$ cat config.mk
export PLATFORM = sky130hd
export DESIGN_NAME = tx_initiated_point_test_rx
export DESIGN_NICKNAME = d
export VERILOG_FILES = /design/src/rtl/tx_initiated_point_test_rx_pkg.sv /design/src/rtl/tx_initiated_point_test_rx.sv
export SDC_FILE = /design/constraint.sdc
export NUM_CORES = 1
export LEC_CHECK = 0
export CORE_MARGIN = 5
export CORE_UTILIZATION = 30
export CTS_CLUSTER_DIAMETER = 200
export DETAILED_ROUTE_END_ITERATION = 8
export GPL_TIMING_DRIVEN = 0
export PLACE_DENSITY = 0.66
export SLEW_MARGIN = 10
export SYNTH_ARGS = -nofsm -noshare
export SYNTH_HDL_FRONTEND = slang
export SYNTH_SLANG_ARGS = --single-unit
$ cat constraint.sdc
create_clock -name clk -period 1.7 [get_ports clk]
set_clock_uncertainty 0.15 [all_clocks]
set_input_delay 0.34 -clock clk [delete_from_list [all_inputs] [get_ports clk]]
set_output_delay 0.34 -clock clk [all_outputs]
set_load 0.005 [all_outputs]
$ cat src/rtl/tx_initiated_point_test_rx_pkg.sv
// rtl/tx_initiated_point_test_rx_pkg.sv - shared point-test codes, states and start-data fields
package tx_initiated_point_test_rx_pkg;

  localparam logic [3:0] MSG_START_REQ   = 4'b0001;
  localparam logic [3:0] MSG_START_RESP  = 4'b0010;
  localparam logic [3:0] MSG_CLEAR_REQ   = 4'b0011;
  localparam logic [3:0] MSG_CLEAR_RESP  = 4'b0100;
  localparam logic [3:0] MSG_RESULT_REQ  = 4'b0101;
  localparam logic [3:0] MSG_RESULT_RESP = 4'b0110;
  localparam logic [3:0] MSG_END_REQ     = 4'b0111;
  localparam logic [3:0] MSG_END_RESP    = 4'b1000;

  localparam int START_BIT_PATTERN = 0;
  localparam int START_BIT_BURST   = 4;
  localparam int START_BIT_COMPARE = 5;

  localparam logic [1:0] CW_OFF     = 2'b00;
  localparam logic [1:0] CW_LFSR    = 2'b10;
  localparam logic [1:0] CW_PERLANE = 2'b11;

  typedef enum logic [2:0] {
    ST_IDLE,
    ST_WAIT_START,
    ST_WAIT_CLEAR,
    ST_COMPARE,
    ST_WAIT_END,
    ST_FINISHED
  } state_t;

endpackage

$ cat src/rtl/tx_initiated_point_test_rx.sv
// rtl/tx_initiated_point_test_rx.sv - point-test responder: answers sideband requests, drives comparators
module tx_initiated_point_test_rx
  import tx_initiated_point_test_rx_pkg::*;
#(
  parameter int NUM_LANES = 16
) (
  input  logic                 clk,
  input  logic                 rst,
  input  logic                 i_en,
  input  logic                 i_lfsr_or_perlane,
  input  logic [3:0]           i_sideband_message,
  input  logic [NUM_LANES-1:0] i_sideband_data,
  input  logic                 i_sideband_message_valid,
  input  logic                 i_busy_negedge_detected,
  input  logic                 i_valid_tx,
  input  logic [NUM_LANES-1:0] i_lane_result,
  input  logic                 i_val_result,
  output logic [3:0]           o_sideband_message,
  output logic [NUM_LANES-1:0] o_sideband_data,
  output logic                 o_valid_tx,
  output logic                 o_data_valid,
  output logic                 o_comparator_clear,
  output logic [1:0]           o_mainband_comparator_cw,
  output logic                 o_val_comparator_en,
  output logic [NUM_LANES-1:0] o_lane_result,
  output logic                 o_test_ack_rx
);

  state_t               r_cs;
  state_t               w_ns;
  logic                 w_accept;
  logic                 r_valtrain;
  logic [NUM_LANES-1:0] w_result;
  logic                 w_unused_start_fields;

  // Burst count and compare-mode fields are carried for the requester; this side does not act on them.
  assign w_unused_start_fields = ^i_sideband_data[NUM_LANES-1:1];

  assign w_result = r_valtrain ? {{(NUM_LANES-1){1'b0}}, i_val_result} : i_lane_result;

  always_comb begin
    w_ns     = r_cs;
    w_accept = 1'b0;
    case (r_cs)
      ST_IDLE:       w_ns = ST_WAIT_START;
      ST_WAIT_START: w_accept = i_sideband_message_valid && (i_sideband_message == MSG_START_REQ);
      ST_WAIT_CLEAR: w_accept = i_sideband_message_valid && (i_sideband_message == MSG_CLEAR_REQ);
      ST_COMPARE:    w_accept = i_sideband_message_valid && (i_sideband_message == MSG_RESULT_REQ);
      ST_WAIT_END:   w_accept = i_sideband_message_valid && (i_sideband_message == MSG_END_REQ);
      ST_FINISHED:   w_ns = ST_FINISHED;
      default:       w_ns = ST_IDLE;
    endcase
    if (w_accept) begin
      case (r_cs)
        ST_WAIT_START: w_ns = ST_WAIT_CLEAR;
        ST_WAIT_CLEAR: w_ns = ST_COMPARE;
        ST_COMPARE:    w_ns = ST_WAIT_END;
        default:       w_ns = ST_FINISHED;
      endcase
    end
    if (!i_en) begin
      w_ns     = ST_IDLE;
      w_accept = 1'b0;
    end
  end

  always_ff @(posedge clk) begin
    if (rst || !i_en) begin
      r_cs                     <= ST_IDLE;
      r_valtrain               <= 1'b0;
      o_sideband_message       <= 4'b0000;
      o_sideband_data          <= '0;
      o_valid_tx               <= 1'b0;
      o_data_valid             <= 1'b0;
      o_comparator_clear       <= 1'b0;
      o_mainband_comparator_cw <= CW_OFF;
      o_val_comparator_en      <= 1'b0;
      o_lane_result            <= '0;
      o_test_ack_rx            <= 1'b0;
    end else begin
      r_cs               <= w_ns;
      o_comparator_clear <= 1'b0;
      if (w_accept) begin
        // A new response overwrites any pending one; valid stays high without a gap.
        o_valid_tx   <= 1'b1;
        o_data_valid <= 1'b0;
        case (r_cs)
          ST_WAIT_START: begin
            o_sideband_message <= MSG_START_RESP;
            r_valtrain         <= i_sideband_data[START_BIT_PATTERN];
          end
          ST_WAIT_CLEAR: begin
            o_sideband_message <= MSG_CLEAR_RESP;
            o_comparator_clear <= 1'b1;
            if (r_valtrain) begin
              o_val_comparator_en      <= 1'b1;
              o_mainband_comparator_cw <= CW_OFF;
            end else begin
              o_mainband_comparator_cw <= i_lfsr_or_perlane ? CW_PERLANE : CW_LFSR;
            end
          end
          ST_COMPARE: begin
            o_sideband_message       <= MSG_RESULT_RESP;
            o_mainband_comparator_cw <= CW_OFF;
            o_val_comparator_en      <= 1'b0;
            o_lane_result            <= w_result;
            o_sideband_data          <= w_result;
            o_data_valid             <= 1'b1;
          end
          ST_WAIT_END: begin
            o_sideband_message <= MSG_END_RESP;
            o_test_ack_rx      <= 1'b1;
          end
          default: ;
        endcase
      end else if (i_busy_negedge_detected && !i_valid_tx) begin
        // Busy negedge only counts when our own response was on the wire.
        o_valid_tx   <= 1'b0;
        o_data_valid <= 1'b0;
      end
    end
  end

endmodule

==> impl_metrics.tcl, run 1 <==
set metrics [dict create \
    tritoncts "done" \
    pwr-share-comb_pct 8.4 \
    status "finished, final reports clean" \
    rows 25 \
    h-tree-depth 2 \
    ys_top_cells_by_area "dfxtp_1 40%, buf_4 9.4%, nand3b_1 7.9%" \
    synth_common_cells "30 x dfxtp_1, 21 x a21oi_1, 19 x buf_4" \
    synthToLayoutAreaGrowth_pct 63.6 \
    syn-cell-area_um2 1510 \
    synth_warnings 0 \
    drtAntennaViolNets 0 \
    wl_um 4300 \
    drc_errors 0 \
    cp_cell_sequence "clkdlybuf4s50_1" \
    p_int_mw 1.22 \
    ys_ff_latch 30 \
    irDropWorstVdd_mv 0.287 \
    fp.dieH_um 81.0 \
    grt_overflow 0 \
    cp_max_fo 2 \
    setup_viol_count_final 0 \
    critPathKind "reg2out" \
    place_area_um2 2290 \
    core_um2 4820 \
    stdcell_area_um2 2480 \
    place_ws_ns -0.547 \
    finalHoldViolCount 0 \
    arrival_ns 1.15 \
    vias 1513 \
    start_util_pct 31.4 \
    hold_path.class "reg2reg" \
    crit_path_end_kind "output pin" \
    die-area_um2 6570 \
    synth_cells 176 \
    yosysMostFrequentCell "dfxtp_1" \
    synth_edf_count 0 \
    gr-usage-all-layers_pct 13.4 \
    path_clk_slew_ns 0.07 \
    grt_pass1_vias 1357 \
    ctsLongestPathBuffers 2 \
    period_share_pct 96.3 \
    power_leakage_nw 1.04 \
    synth_ff_type "dfxtp_1" \
    swShare_pct 22.4 \
    clock-sinks 30 \
    power_frac_clock_pct 46.5 \
    fin_ws_ns 0.0623 \
    hold_buffers 0 \
    fmax_mhz 611 \
    drt-vias-per-instance 4.68 \
    grt_max_degree 12 \
    die_x_um 81.0 \
    yosysSeqAreaShare_pct 39.7 \
    power_density_nw_per_um2 633 \
    io_buffers 69 \
    cts_buffers 5 \
    holdWs_ns 0.305 \
    final_nets 299 \
    antenna_cells 0 \
    cts-root-buf "clkbuf_8" \
    crit_required_ns 1.21 \
    ios 87 \
    drtIter0Drc 62 \
    clk_latency_ns 0.29 \
    critical-path-max-stage-delay_ns 0.51 \
    cp-start-kind "flop" \
    synth_largest_area_cell "dfxtp_1" \
    seq_power_share_pct 45.0 \
    slew_viol_final 0 \
    synthArstFlopShare_pct 0 \
    gp_congestion 0.719 \
    antenna_found_initial 0 \
    drive_gt1_share_pct 23.8 \
    path_delay_family "buffers and inverters" \
    wl_per_cell_um 13.3 \
    ys_types 41 \
    worst-path-buf-inv 1 \
    drv_cap 0 \
    drt_pass1_iterations 4 \
    avgSynthCellArea_um2 8.60 \
    p_sw_uw 351 \
    setup_tns_ns 0 \
    synth_top_area_share_pct 39.7 \
    dpl.hpwl_um 3200 \
    min_period_ns 1.64 \
    grt_pass1_wl_um 6720 \
    synth_fp_nets 220 \
    cpMaxStageDelayCell "clkdlybuf4s50_1" \
]
[worst register-to-register path, delay by kind of cell (launching register included)]
kind	cells	cell delay [ns]
and+or+nand+nor	2	0.42
buffers and inverters	3	0.41
DFF	1	0.30
AOI/OAI and AO/OA	2	0.21
[cell usage in the layout (no fill, tap or decap), types with 3 or more instances in the layout]
cell / n
a21oi_1: 21
dlygate4sd2_1: 18
nor3_1: 5
nand3_1: 3
dfxtp_2: 17
clkbuf_2: 3
nand2b_1: 5
nand2_1: 17
clkbuf_8: 5
clkdlybuf4s50_1: 46
nand3b_1: 16
a31oi_1: 4
nor2_1: 8
dfxtp_1: 13
buf_6: 4
o21ai_0: 5
buf_4: 21
nor3b_1: 3
mux2i_1: 3
dlymetal6s2s_1: 5
[final cells by class]
class,count,area [um^2]
multi-input combinational,114,711
fill,483,2340
inverter,1,3.75
buffer,30,215
clock inverter,3,45.0
timing repair buffer,73,727
tap,67,83.8
sequential,30,622
clock buffer,5,68.8
[metrics by stage]
step                      total power, mW  instances  utilization, %
final                                1.57        323            51.4
after global routing                 1.63        323            51.4
after CTS                            1.59        324            51.1
after detailed placement            0.855        312            47.5
after global placement              0.855        312            47.5
after floorplan                     0.776        176               -
[worst paths after layout]
path / from / slack (ns) / to / depth (start not counted)
hold / removal: o_lane_result[4]$_SDFFE_PP0P_ / 0.31 / o_lane_result[4]$_SDFFE_PP0P_ / 2
setup reg to reg: r_cs[1]$_SDFFE_PP0P_ / 0.10 / o_lane_result[0]$_SDFFE_PP0P_ / 7
setup / recovery: o_test_ack_rx$_SDFFE_PP0P_ / 0.06 / o_test_ack_rx / 1
hold reg to reg: o_lane_result[4]$_SDFFE_PP0P_ / 0.31 / o_lane_result[4]$_SDFFE_PP0P_ / 2
[what timing repair did]
item / in CTS / in global routing
pin swaps: 7 / 0
endpoints found under the setup margin: 40 / 17
setup buffers: 3 / 0
cloned: 1 / 0
gates resized for setup: 42 / 7
[flip-flops by register name, indices dropped and copies added (netlist names)]
register                  flops
o_data_valid                  1
o_lane_result                16
o_val_comparator_en           1
r_cs                          3
r_valtrain                    1
o_valid_tx                    1
o_comparator_clear            1
o_test_ack_rx                 1
o_mainband_comparator_cw      2
o_sideband_message            3
[routing by layer]
metal | track usage, % | up-vias | routed length (um)
met5 | 0 | - | 0
met2 | 19.5 | 60 | 1930
met4 | 4.56 | 0 | 44
met3 | 4.55 | 4 | 358
met1 | 18.5 | 689 | 1970
li1 | - | 760 | -
[power groups by stage]
stage	Sequential [mW]	Clock (mW)	Combinational (mW)
after floorplan	0.722	0	0.0541
after global placement	0.722	0	0.133
after detailed placement	0.722	0	0.133
after CTS	0.706	0.750	0.133
after global routing	0.706	0.784	0.144
final	0.706	0.729	0.132
[logic make-up (layout without fill, tap and decap cells)]
logic type / count (synthesis) / in the layout / synth area share, %
AOI/OAI and AO/OA: 41 / 41 / 17.0
buffers and inverters: 32 / 112 / 14.0
DFF: 30 / 30 / 39.7
muxes: 3 / 3 / 1.98
other: 1 / 1 / 0.248
and+or+nand+nor: 69 / 69 / 27.1
Power figures use the tool's default switching activity.
==> run 2: changes to the inputs <==
--- a/config.mk
+++ b/config.mk
@@ -5,7 +5,7 @@
 export SDC_FILE = /design/constraint.sdc
 export NUM_CORES = 1
 export LEC_CHECK = 0
-export CORE_MARGIN = 5
+export CORE_MARGIN = 2
 export CORE_UTILIZATION = 30
 export CTS_CLUSTER_DIAMETER = 200
 export DETAILED_ROUTE_END_ITERATION = 8
==> constraint.sdc (replaced) <==
create_clock -name clk -period 1.7 [get_ports clk]
set_clock_uncertainty 0.15 [all_clocks]
set_input_delay 0.255 -clock clk [delete_from_list [all_inputs] [get_ports clk]]
set_output_delay 0.255 -clock clk [all_outputs]
set_load 0.005 [all_outputs]
==> run 2 against run 1 <==
Register-to-register slack hardly changed. Sequential cell count did not move. Largest power group unchanged. Via count down 0.86%. Fmax is essentially flat. Core utilization increased by 1.3 points. Hold slack worse by 0.035 ns. First-iteration DRC count is 23% higher. Non-clock buffer count rose by 3.
==> impl_metrics.tcl, run 2 (synthesis gave the netlist of run 1 again) <==
set metrics [dict create \
    status "finished, final reports clean" \
    cts_buffers 5 \
    ctsLongestPathBuffers 2 \
    holdWs_ns 0.270 \
    period_share_pct 96.3 \
    clock-sinks 30 \
    fillers 478 \
    wl_um 4210 \
    seq_power_share_pct 40.6 \
    pwr-share-comb_pct 7.9 \
    gp_congestion 0.739 \
    drt_pass1_iterations 4 \
    drtIter0Drc 76 \
    antenna_cells 0 \
    gr-usage-all-layers_pct 15.1 \
    dr_wl_met2_um 1880 \
    arrival_ns 1.23 \
    path_clk_slew_ns 0.07 \
    ios 87 \
    io_buffers 69 \
    drt-vias-per-instance 4.60 \
    p_int_mw 1.41 \
    power_leakage_nw 0.946 \
    setup_tns_ns 0 \
    wl_met1_um 1980 \
    swShare_pct 19.0 \
    largest_register_ffs 16 \
    grt_overflow 0 \
    setup_viol_count_final 0 \
    final_cell_mix "64 x clkdlybuf4s50_1, 27 x dfxtp_1, 24 x buf_4" \
    min_period_ns 1.64 \
    fin_util_pct 52.7 \
    place_ws_ns -0.473 \
    fmax_mhz 611 \
    finalHoldViolCount 0 \
    rows 25 \
    multi_input_area_um2 722 \
    drive_gt1_share_pct 19.7 \
    grt_max_degree 11 \
    fin_ws_ns 0.0628 \
    hold_buffers 0 \
    p_sw_uw 330 \
    core_um2 4790 \
    crit_path_end_kind "output pin" \
    h-tree-depth 2 \
    cp_max_fo 3 \
    worstHoldStart "i_sideband_message[1]" \
    clk_latency_ns 0.28 \
    crit_start "o_lane_result[10]$_SDFFE_PP0P_" \
    layout_commonest_cell "clkdlybuf4s50_1" \
    dr.max_layer_used "met4" \
    dpl.hpwl_um 3010 \
    die_x_um 75.0 \
    timing.rr.start "r_cs[1]$_SDFFE_PP0P_" \
    start_util_pct 31.6 \
    vias 1500 \
    top_regs "o_lane_result: 16 flops, o_sideband_message: 3 flops, r_cs: 3 flops" \
    slew_viol_final 0 \
    antenna_found_initial 0 \
    cts-root-buf "clkbuf_8" \
    synthToLayoutAreaGrowth_pct 66.4 \
    seqCellArea_um2 604 \
    power_density_nw_per_um2 690 \
    drv_cap 0 \
    wl_met3_um 276 \
    irDropWorstVdd_mv 0.551 \
    grt_pass1_vias 1323 \
    critPathKind "reg2out" \
    final_nets 302 \
    wl_per_cell_um 12.9 \
    hold_path.class "in2reg" \
    fp.dieH_um 75.0 \
    drtAntennaViolNets 0 \
    cp-start-kind "flop" \
    regMostFlops "o_lane_result" \
    rsz0062_at_grt "false" \
    crit_required_ns 1.29 \
    drc_errors 0 \
    grt_pass1_wl_um 6350 \
    tritoncts "done" \
    power_frac_clock_pct 51.4 \
    die-area_um2 5630 \
]
run 2: cell count changes in the layout (fill, tap and decap cells not counted), sizes merged:
cell,previous run,this run
buf,28,30
clkbuf,11,13
clkinvlp,2,0
bufinv,1,2
dlymetal6s2s,5,3
clkdlybuf4s50,46,64
dlygate4sd2,18,2
run 2: per-layer routing:
layer | up-vias | track usage, %
met5 | - | 0
met4 | 0 | 6.75
met3 | 7 | 4.15
met2 | 56 | 21.2
met1 | 668 | 21.3
li1 | 769 | -
run 2: power by group through the flow:
stage | Sequential [mW] | Combinational (mW) | Clock [mW]
after floorplan | 0.722 | 0.0541 | 0
after CTS | 0.706 | 0.135 | 0.917
after global placement | 0.722 | 0.133 | 0
after global routing | 0.706 | 0.148 | 0.949
final | 0.706 | 0.138 | 0.895
after detailed placement | 0.722 | 0.134 | 0
run 2: final timing paths:
check	endpoint	slack, ns	depth (start not counted)
setup / recovery	o_sideband_data[10]	0.06	2
setup reg to reg	o_lane_result[2]$_SDFFE_PP0P_	0.09	7
hold / removal	o_sideband_message[3]$_SDFFE_PP0P_	0.27	3
hold reg to reg	o_lane_result[3]$_SDFFE_PP0P_	0.31	2
run 2: critical path, stage by stage, from the launching register on:
cell and delay [ns]:
dfxtp_1 0.35, buf_4 0.11, clkdlybuf4s50_1 0.49
run 2: layout make-up:
class / count / share of cell area, %
plain buffers: 31 / 8.69
repair buffers: 75 / 29.5
clock inverters: 2 / 2.38
multi-input cells: 114 / 28.6
flip-flops and latches: 30 / 24.0
inverters: 1 / 0.149
clock buffers: 6 / 3.28
well taps: 67 / 3.33
run 2: through the flow:
step,cell area [um^2],std cells,power [mW]
6_report,2520,326,1.74
2_1_floorplan,1510,176,0.776
5_1_grt,2520,326,1.80
4_1_cts,2470,325,1.76
3_5_place_dp,2290,312,0.857
3_3_place_gp,2290,312,0.855
run 2: what timing repair did:
item,4_1_cts,5_1_grt
endpoints found under the setup margin,19,21
setup buffers,4,1
cloned,1,0
pin swaps,1,4
gates resized for setup,5,15
